**config.mk**
```make
export PLATFORM = sky130hd
export DESIGN_NAME = fetch_responder
export DESIGN_NICKNAME = d
export VERILOG_FILES = /design/src/rtl/fetch_responder_pkg.sv /design/src/rtl/fetch_responder.sv
export SDC_FILE = /design/constraint.sdc
export NUM_CORES = 1
export LEC_CHECK = 0
export ABC_AREA = 1
export CAP_MARGIN = 20
export CELL_PAD_IN_SITES_DETAIL_PLACEMENT = 0
export CELL_PAD_IN_SITES_GLOBAL_PLACEMENT = 1
export CORE_ASPECT_RATIO = 0.9
export CORE_UTILIZATION = 15
export DETAILED_ROUTE_END_ITERATION = 10
export PLACE_DENSITY_LB_ADDON = 0.25
export SLEW_MARGIN = 20
export SYNTH_ARGS = -nofsm -noshare
export SYNTH_HDL_FRONTEND = slang
export SYNTH_SLANG_ARGS = --single-unit
```
**constraint.sdc**
```tcl
create_clock -name clk -period 0.8 [get_ports clk]
set_input_delay 0.16 -clock clk [delete_from_list [all_inputs] [get_ports clk]]
set_output_delay 0.16 -clock clk [all_outputs]
set_load 0.05 [all_outputs]
```
**src/rtl/fetch_responder_pkg.sv**
```systemverilog
// Shared types for fetch_responder: state encoding, port bundles and register record.
// Also read by the optional FETCH_RESP_NEXTLINE_EN build of the top.
package fetch_responder_pkg;

  localparam int unsigned XLEN     = 32;
  localparam int unsigned WADDR_W  = 30;
  localparam int unsigned COUNT_W  = 4;
  localparam int unsigned MAX_WAIT = 15;

  typedef enum logic [1:0] {
    IDLE = 2'd0,
    WAIT = 2'd1,
    READ = 2'd2
  } fetch_resp_state;

  typedef struct packed {
    logic            mem_valid;
    logic [XLEN-1:0] mem_addr;
    logic            flush;
    logic [XLEN-1:0] ram_rdata;
  } fetch_resp_in_type;

  // ram_addr carries the full word address; the top trims it to ram_depth bits
  typedef struct packed {
    logic               mem_ready;
    logic [XLEN-1:0]    mem_rdata;
    logic               ram_en;
    logic [WADDR_W-1:0] ram_addr;
  } fetch_resp_out_type;

  typedef struct packed {
    fetch_resp_state    state;
    logic [COUNT_W-1:0] count;
    logic [WADDR_W-1:0] addr;
  } fetch_resp_reg_type;

  function automatic logic [WADDR_W-1:0] word_addr(input logic [XLEN-1:0] byte_addr);
    return byte_addr[XLEN-1:2];
  endfunction

endpackage

```
**src/rtl/fetch_responder.sv**
```systemverilog
// Memory-side fetch responder in front of a 1-cycle-latency instruction SRAM with
// programmable wait states. Optional one-entry next-line buffer: FETCH_RESP_NEXTLINE_EN.
module fetch_responder
  import fetch_responder_pkg::*;
#(
  parameter int unsigned wait_states = 0,
  parameter int unsigned ram_depth   = 14
) (
  input  logic                 rst,
  input  logic                 clk,
  input  logic                 mem_valid,
  input  logic [31:0]          mem_addr,
  input  logic                 flush,
  output logic                 mem_ready,
  output logic [31:0]          mem_rdata,
  output logic                 ram_en,
  output logic [ram_depth-1:0] ram_addr,
  input  logic [31:0]          ram_rdata
);

  localparam bit                 NO_WAIT   = (wait_states == 0);
  localparam logic [COUNT_W-1:0] WAIT_INIT = COUNT_W'(wait_states);
  localparam logic [COUNT_W-1:0] CNT_ONE   = COUNT_W'(1);
  localparam logic [WADDR_W-1:0] WORD_ONE  = WADDR_W'(1);

  if (wait_states > MAX_WAIT) begin : g_bad_wait_states
    $error("fetch_responder: wait_states must be in 0..15");
  end
  if (ram_depth < 1 || ram_depth >= WADDR_W) begin : g_bad_ram_depth
    $error("fetch_responder: ram_depth must be in 1..29");
  end

  fetch_resp_in_type  din;
  fetch_resp_out_type dout;
  fetch_resp_reg_type r_q, r_d;

  logic               req_ok;
  logic               accept;
  logic               hit;
  logic [WADDR_W-1:0] req_word;

`ifdef FETCH_RESP_NEXTLINE_EN
  logic               nl_valid_q, nl_valid_d;
  logic [WADDR_W-1:0] nl_tag_q, nl_tag_d;
  logic [XLEN-1:0]    nl_data_q, nl_data_d;
  logic               fill_q, fill_d;
  logic               hit_q, hit_d;
`endif

  assign din = '{mem_valid: mem_valid, mem_addr: mem_addr, flush: flush, ram_rdata: ram_rdata};

  // Next-state and output logic; flush outranks every transition
  always_comb begin
    r_d           = r_q;
    dout          = '0;
    dout.ram_addr = r_q.addr;
    req_word      = word_addr(din.mem_addr);
    req_ok        = din.mem_valid & ~din.flush;
    accept        = 1'b0;
    hit           = 1'b0;
`ifdef FETCH_RESP_NEXTLINE_EN
    nl_valid_d = nl_valid_q;
    nl_tag_d   = nl_tag_q;
    nl_data_d  = nl_data_q;
    fill_d     = 1'b0;
    hit_d      = 1'b0;
    if (fill_q) begin
      nl_valid_d = 1'b1;
      nl_tag_d   = r_q.addr + WORD_ONE;
      nl_data_d  = din.ram_rdata;
    end
    // a hit during the fill capture would read data that is being overwritten
    hit = req_ok & nl_valid_q & ~fill_q & (nl_tag_q == req_word);
`endif

    unique case (r_q.state)
      IDLE: accept = req_ok;
      WAIT: begin
        if (din.flush) begin
          r_d.state = IDLE;
          r_d.count = '0;
        end else begin
          r_d.count = r_q.count - CNT_ONE;
          if (r_q.count == CNT_ONE) begin
            dout.ram_en = 1'b1;
            r_d.state   = READ;
          end
        end
      end
      READ: begin
        r_d.state = IDLE;
        accept    = req_ok;
        if (!din.flush) begin
          dout.mem_ready = 1'b1;
          dout.mem_rdata = din.ram_rdata;
`ifdef FETCH_RESP_NEXTLINE_EN
          if (hit_q) dout.mem_rdata = nl_data_q;
          if (!req_ok) begin
            fill_d        = 1'b1;
            dout.ram_en   = 1'b1;
            dout.ram_addr = r_q.addr + WORD_ONE;
          end
`endif
        end
      end
      default: r_d.state = IDLE;
    endcase

    if (din.flush) r_d.addr = '0;

    if (accept) begin
      r_d.addr = req_word;
      if (hit) begin
        r_d.state = READ;
`ifdef FETCH_RESP_NEXTLINE_EN
        hit_d = 1'b1;
`endif
      end else if (NO_WAIT) begin
        dout.ram_en   = 1'b1;
        dout.ram_addr = req_word;
        r_d.state     = READ;
      end else begin
        r_d.count = WAIT_INIT;
        r_d.state = WAIT;
      end
    end
  end

  always_ff @(posedge clk or negedge rst) begin
    if (!rst) begin
      r_q <= '{state: IDLE, count: '0, addr: '0};
    end else begin
      r_q <= r_d;
    end
  end

`ifdef FETCH_RESP_NEXTLINE_EN
  always_ff @(posedge clk or negedge rst) begin
    if (!rst) begin
      nl_valid_q <= 1'b0;
      nl_tag_q   <= '0;
      nl_data_q  <= '0;
      fill_q     <= 1'b0;
      hit_q      <= 1'b0;
    end else begin
      nl_valid_q <= nl_valid_d;
      nl_tag_q   <= nl_tag_d;
      nl_data_q  <= nl_data_d;
      fill_q     <= fill_d;
      hit_q      <= hit_d;
    end
  end
`endif

  // SRAM request is forced quiet while reset is held, even with mem_valid high
  assign mem_ready = dout.mem_ready;
  assign mem_rdata = dout.mem_rdata;
  assign ram_en    = dout.ram_en & rst;
  assign ram_addr  = rst ? dout.ram_addr[ram_depth-1:0] : '0;

  logic unused_ok;
  assign unused_ok = ^{din.mem_addr[1:0], dout.ram_addr[WADDR_W-1:ram_depth]};

endmodule

```
==> results of run 1 <==
worst paths after layout:
| kind | from | to | slack, ns |
|---|---|---|---|
| max in group asynchronous | rst | r_q[2] | 0.60 |
| min in group clk | mem_addr[6] | r_q[4] | 0.23 |
| hold reg to reg | r_q[10] | r_q[10] | 0.55 |
| setup / recovery | r_q[35] | mem_rdata[8] | -0.58 |
| setup reg to reg | r_q[13] | r_q[13] | 0.03 |
| hold / removal | rst | r_q[11] | 0.01 |
metrics by stage:
step / utilization [%] / std cells / worst slack (ns)
6_report: 59.14 / 393 / -0.5757
2_1_floorplan: - / 165 / -0.2811
3_5_place_dp: 51.86 / 372 / -0.8426
3_3_place_gp: 51.86 / 372 / -0.8300
4_1_cts: 58.76 / 393 / -0.5914
5_1_grt: 59.14 / 393 / -0.6267
placed cells by master (no fill, tap or decap), types with 2 or more instances in the layout:
cell,instances
buf_12,61
nand2_4,12
buf_6,7
clkbuf_8,3
nor2_4,33
inv_1,47
nand3_4,14
dfrtp_1,15
nand2_2,2
nand2_8,3
o21ai_2,14
clkdlybuf4s50_1,32
a21oi_4,14
buf_16,3
dlygate4sd2_1,14
buf_4,23
critical path: stages (launching register included):
cell	delay, ns
dfrtp_1	0.43
nand2_8	0.12
buf_12	0.18
nor2_4	0.10
buf_12	0.14
area by class of cell:
cell class / instances / area (sq um) / share of cell area [%]
multi-input combinational: 93 / 1184 / 30.07
clock inverter: 1 / 5.005 / 0.1271
clock buffer: 3 / 41.29 / 1.049
inverter: 50 / 207.7 / 5.277
sequential: 15 / 375.4 / 9.536
timing repair buffer: 141 / 2011 / 51.08
tap: 90 / 112.6 / 2.861
routing by layer:
metal	GRT usage (%)	routed length, um	up-vias
met5	0	0	-
met4	3.387	25	0
met3	2.341	267	2
met2	26.34	2469	61
met1	15.44	1963	691
li1	-	-	764
power groups by stage:
stage	Sequential, uW	Clock (uW)	Combinational [uW]
floorplan	843	0	818
global placement	848	0	1610
detailed placement	848	0	1620
CTS	843	642	1820
global route	849	687	1910
finish	847	616	1820
kinds of logic (layout without fill, tap and decap cells):
family / after synthesis / count (layout) / share of synthesized area, %
AO/OA/AOI/OAI: 28 / 28 / 16.97
flip-flops: 15 / 15 / 35.84
buffers and inverters: 58 / 195 / 22.10
AND/OR/NAND/NOR: 64 / 65 / 25.09
timing repair:
item	4_1_cts	5_1_grt
setup buffers	14	2
pin swaps	27	13
endpoints found under the setup margin	63	62
endpoints found under the hold margin	0	0
gates resized for setup	74	9
gates cloned	4	0
==> summary.txt, run 1 <==
Global routing
  • Tot GR Track Use: 13.53%
  • Gr ovfl total: 0
  • Antenna violations before repair: 0
  • Pin count of the biggest net entering global routing: 16
  • Vias in the first global route: 1,588
  • First-pass GRT wire length: 7.817 mm

Floorplanning
  • Num ports: 116
  • Core region area: 6656 sq um
  • Die Width: 90.08 um
  • # rows: 28
  • Die span in y: 81.27 um
  • Die ar.: 7320 sq um
  • Starting Density: 15.73%

Clocking
  • Max clock buf depth: 2
  • CTS tree: done
  • Htree depth: 1
  • CTS buffer count: 3
  • Clock transition at path regs: 0.07 ns
  • CTS sink cnt: 15
  • Hold_buf cts: 0
  • CTS Root Cell: clkbuf_8
  • Clk Latency, worst-skew pair: 0.24 ns

Detailed routing
  • ANT nets after route: 0
  • WL final: 4.725 mm
  • DR vias: 1,518
  • Initial drt markers: 27
  • # DRC: 0
  • Wirelength per Cell: 12.02 um
  • First-pass DRT Iterations: 3
  • Post-DR vias/cell: 3.863

Worst setup path
  • Nature of the critical path startpoint: flop
  • Kind of critical path: reg -> out
  • Crit. End Element: output pin
  • Worst R2R Path Depth: 3
  • Critical Path AT: 1.22 ns
  • Crit-path max FO: 8
  • Crit path required time: 0.64 ns

Pwr
  • Peak supply drop: 0.0005623 V
  • Switching Fraction: 36.95%
  • Pwr Density: 833.8 nW/um^2
  • Overall Power: 3282 uW
  • Comb pwr share: 55.4%
  • Int Pwr: 2069 uW
  • Leakage: 0.001646 uW
  • Reg power frac: 25.8%
  • Clock Power Share: 18.8%
  • Switch Pwr: 1213 uW

STA
  • Worst-margin pin slew: 0.2138 ns
  • Worst clock skew: 0 ns
  • Final setup vio count: 48
  • Final Hold Fails: 0
  • Hold Slack: 0.01382 ns
  • Setup TNS: -23.71 ns
  • Achievable frequency: 0.7269 GHz
  • Final min period: 1.376 ns
  • Relative slew slack: 85.75%
  • RSZ-0062 raised after global routing: yes
  • Final Cycle Share: 172.0%
  • Setup ws final: -0.5757 ns
  • Slew Viols, Final: 0

Logic synthesis
  • Post-synth top area cell: dfrtp_1
  • Syn nets: 233
  • Synth Register Bits: 15
  • Async set-reset flop share out of synthesis: 100.0%
  • Mapped cell area: 1047 sq um
  • Top post-synthesis cells by count: inv_1, nor2_1, dfrtp_1, nand2_1
  • Mapped Cells: 165
  • Syn Area/Cell: 6.347 sq um
  • Register area share after synthesis: 35.84%
  • Post-synth EDFFs: 0
  • Post-synth cell types: 14
  • Synth top area cells: dfrtp_1, inv_1, nor2_1
  • Prevailing post-synth register cell: dfrtp_1
  • Synth top area share: 35.84%
  • Synth Warn #: 0
  • Most numerous cell in the Yosys netlist: inv_1

Placed design
  • GP Congestion: 0.6993
  • DP Area: 3452 sq um
  • PortBufs: 97
  • Hpwl dp: 3.452 mm

Finish
  • Max reg flops: 15
  • Fillcell total: 554
  • Largest registers: r_q: 15 flops
  • Layout cells sized above 1: 64.03%
  • Diode count: 0
  • Fin area: 3936 sq um
  • Final net count: 372
  • Area grow syn2layout: 275.9%
  • Top reg by flops: r_q

Outcome
  • Failing checks: negative setup slack
  • Outcome: finished with violations

Run
  • Number of max-cap violations: 0

Hold path
  • Hold crit path type: in -> async
No activity file was read; power rests on OpenSTA's default activity.
==> inputs of run 2 (changes only) <==
--- a/config.mk
+++ b/config.mk
@@ -10,7 +10,9 @@
 export CELL_PAD_IN_SITES_DETAIL_PLACEMENT = 0
 export CELL_PAD_IN_SITES_GLOBAL_PLACEMENT = 1
 export CORE_ASPECT_RATIO = 0.9
+export CORE_MARGIN = 3
 export CORE_UTILIZATION = 15
+export CTS_CLUSTER_SIZE = 30
 export DETAILED_ROUTE_END_ITERATION = 10
 export PLACE_DENSITY_LB_ADDON = 0.25
 export SLEW_MARGIN = 20
==> run 2 against run 1 <==
  * The run still ends with negative setup slack left
  * Design area rose by 2.5%
  * Sequential share of layout area down 0.23 points
  * Setup slack is essentially flat
  * Non-clock buffer count rose by 10
  * Sequential cell count is the same
  * Power is 2.2% higher
  * Clock skew unchanged
  * Combinational power is 3% higher
  * Critical path depth stayed put
  * Final cell count is 2.5% higher
==> summary.txt, run 2 (synthesis gave the netlist of run 1 again) <==
Global routing
  • Pin count of the biggest net entering global routing: 16 (unchanged)
  • Tot GR Track Use: 13.72% (+0.19 points)
  • First-pass GRT wire length: 8.673 mm (+11%)
  • Antenna violations before repair: 0 (unchanged)
  • Vias in the first global route: 1,702 (+7.2%)
  • Gr ovfl total: 0 (unchanged)

Finish
  • Max reg flops: 15 (unchanged)
  • Fin area: 4035 sq um (+2.5%)
  • Commonest non-fill, non-tap cell in the layout: buf_12
  • Diode count: 0 (unchanged)
  • Non-Filler Instances: 403 (+2.5%)
  • FF/Latch Area: 375.4 sq um (unchanged)
  • Fillcell total: 512 (-7.6%)
  • Final net count: 382 (+2.7%)
  • Area grow syn2layout: 285.3%
  • Largest registers: r_q: 15 flops
  • Top reg by flops: r_q
  • Multi-input gate area: 1176 sq um (-0.63%)
  • Layout cells sized above 1: 66.13% (+2.1 points)
  • Commonest cells after routing, fill and taps aside: buf_12, inv_1, nor2_4, buf_4, clkdlybuf4s50_1

Worst setup path
  • Largest stage delay, worst path: 0.43 ns (about the same)
  • Kind of critical path: reg -> out
  • Crit-path most repeated cell: buf_12
  • CP Cell Sequence: nand2_8 > buf_12 > nor2_4 > buf_12
  • Critical Path AT: 1.22 ns (about the same)
  • Crit. End Element: output pin
  • Crit path required time: 0.64 ns (about the same)
  • Crit-path max FO: 9 (+1)
  • Slowest CP cell: dfrtp_1
  • Nature of the critical path startpoint: flop

Detailed routing
  • Post-DR vias/cell: 3.913 (+1.3%)
  • First-pass DRT Iterations: 4 (+1)
  • Wirelength per Cell: 12.87 um (+7.0%)
  • Initial drt markers: 40 (+48%)
  • ANT nets after route: 0 (unchanged)
  • # DRC: 0 (unchanged)
  • WL final: 5.185 mm (+9.7%)
  • DR vias: 1,577 (+3.9%)

STA
  • RSZ-0062 raised after global routing: yes
  • Final setup vio count: 48 (unchanged)
  • Final Hold Fails: 0 (unchanged)
  • Setup ws final: -0.5755 ns (+0.0001570 ns)
  • Final Cycle Share: 171.9% (about the same)
  • Achievable frequency: 0.7270 GHz (about the same)
  • Slew Viols, Final: 0 (unchanged)
  • Worst-margin pin slew: 0.1974 ns (-0.01637 ns)
  • Worst clock skew: 0 ns (unchanged)
  • Final min period: 1.376 ns (-0.0001570 ns)
  • Setup TNS: -23.61 ns (+0.09690 ns)
  • Relative slew slack: 86.84% (+1.1 points)

Clocking
  • Max clock buf depth: 2 (unchanged)
  • CTS Root Cell: clkbuf_8
  • Clk Latency, worst-skew pair: 0.25 ns (about the same)
  • Clock transition at path regs: 0.06 ns (about the same)
  • CTS tree: done
  • CTS buffer count: 3 (unchanged)
  • Htree depth: 1 (unchanged)
  • CTS sink cnt: 15 (unchanged)

Pwr
  • Reg power frac: 25.2% (-0.6 points)
  • Switch Pwr: 1242 uW (+2.4%)
  • Clock Power Share: 18.8% (about the same)
  • Int Pwr: 2112 uW (+2.1%)
  • Peak supply drop: 0.0005802 V (+3.2%)
  • Leakage: 0.001705 uW (+3.5%)
  • Switching Fraction: 37.03% (+0.078 points)
  • Pwr Density: 831.3 nW/um^2 (-0.29%)
  • Comb pwr share: 56.0% (+0.6 points)

Placed design
  • PortBufs: 97 (unchanged)
  • GP Congestion: 0.6908 (-1.2%)
  • DP Area: 3457 sq um (+0.15%)
  • Dpl cells: 371 (-0.27%)
  • Hpwl dp: 3.707 mm (+7.4%)

Floorplanning
  • # rows: 28 (unchanged)
  • Core region area: 6656 sq um (unchanged)
  • Starting Density: 15.73% (unchanged)
  • Num ports: 116 (unchanged)
  • Die ar.: 8022 sq um (+9.6%)
  • Die span in y: 85.27 um (+4.9%)
  • Die Width: 94.08 um (+4.4%)

Hold path
  • Hold crit path type: in -> reg

Run
  • Number of max-cap violations: 0 (unchanged)

Outcome
  • Outcome: finished with violations
  • Failing checks: negative setup slack
[run 2: cell count changes in the layout (fill, tap and decap cells not counted), moves of 2 or more]
cell    delta
buf_12     -2
buf_4     +10
buf_6      -2
inv_1      -3
inv_2      +2
[run 2: final cells by class]
cell class / instances / area share, %
sequential: 15 / 9.302
timing repair buffer: 151 / 52.16
multi-input combinational: 93 / 29.15
inverter: 50 / 5.457
clock buffer: 3 / 1.023
clock inverter: 1 / 0.1240
tap: 90 / 2.791
[run 2: power groups by stage]
stage | Combinational (uW) | Sequential, uW | Clock [uW]
finish | 1880 | 846 | 630
global route | 1980 | 851 | 678
CTS | 1850 | 846 | 638
detailed placement | 1620 | 849 | 0
global placement | 1610 | 849 | 0
floorplan | 818 | 843 | 0
[run 2: repair_timing]
item	CTS	global route
setup buffers	15	9
endpoints found under the hold margin	15	0
pin swaps	31	9
hold buffers	1	0
gates cloned	5	0
setup endpoints to repair	63	62
gates resized for setup	75	14
[run 2: critical path, delay by kind of cell, from the launching register on]
family,cells,cell delay [ns]
buffers and inverters,2,0.31
flip-flops,1,0.43
AND/OR/NAND/NOR,2,0.22
[run 2: through the flow]
stage,power (uW),util [%],worst slack [ns],hold WS (ns)
2_1_floorplan,1661,-,-0.2811,-0.1356
3_3_place_gp,2462,51.94,-0.8294,0.5248
3_5_place_dp,2472,51.94,-0.8247,0.5256
4_1_cts,3334,59.40,-0.6136,0.3118
5_1_grt,3506,60.62,-0.6300,0.3182
6_report,3354,60.62,-0.5755,0.3078
[run 2: path summary, 6_finish.rpt]
kind	from	end	slack, ns	depth (start not counted)
worst max-delay path	r_q[35]	mem_rdata[2]	-0.58	4
worst min-delay path	mem_addr[15]	r_q[13]	0.31	4
worst max register to register	r_q[5]	r_q[5]	0.02	3
worst min register to register	r_q[10]	r_q[10]	0.55	2
max in group asynchronous	rst	r_q[5]	0.20	3
min in group asynchronous	rst	r_q[3]	0.42	3
[run 2: layer usage]
metal	up-vias	part of all wire (%)	global-route usage (%)	wire, um
met4	0	1.0	3.543	52
met5	-	0	0	0
met1	729	43	17.86	2208
li1	780	-	-	-
met3	5	7.3	2.837	376
met2	63	49	23.08	2548
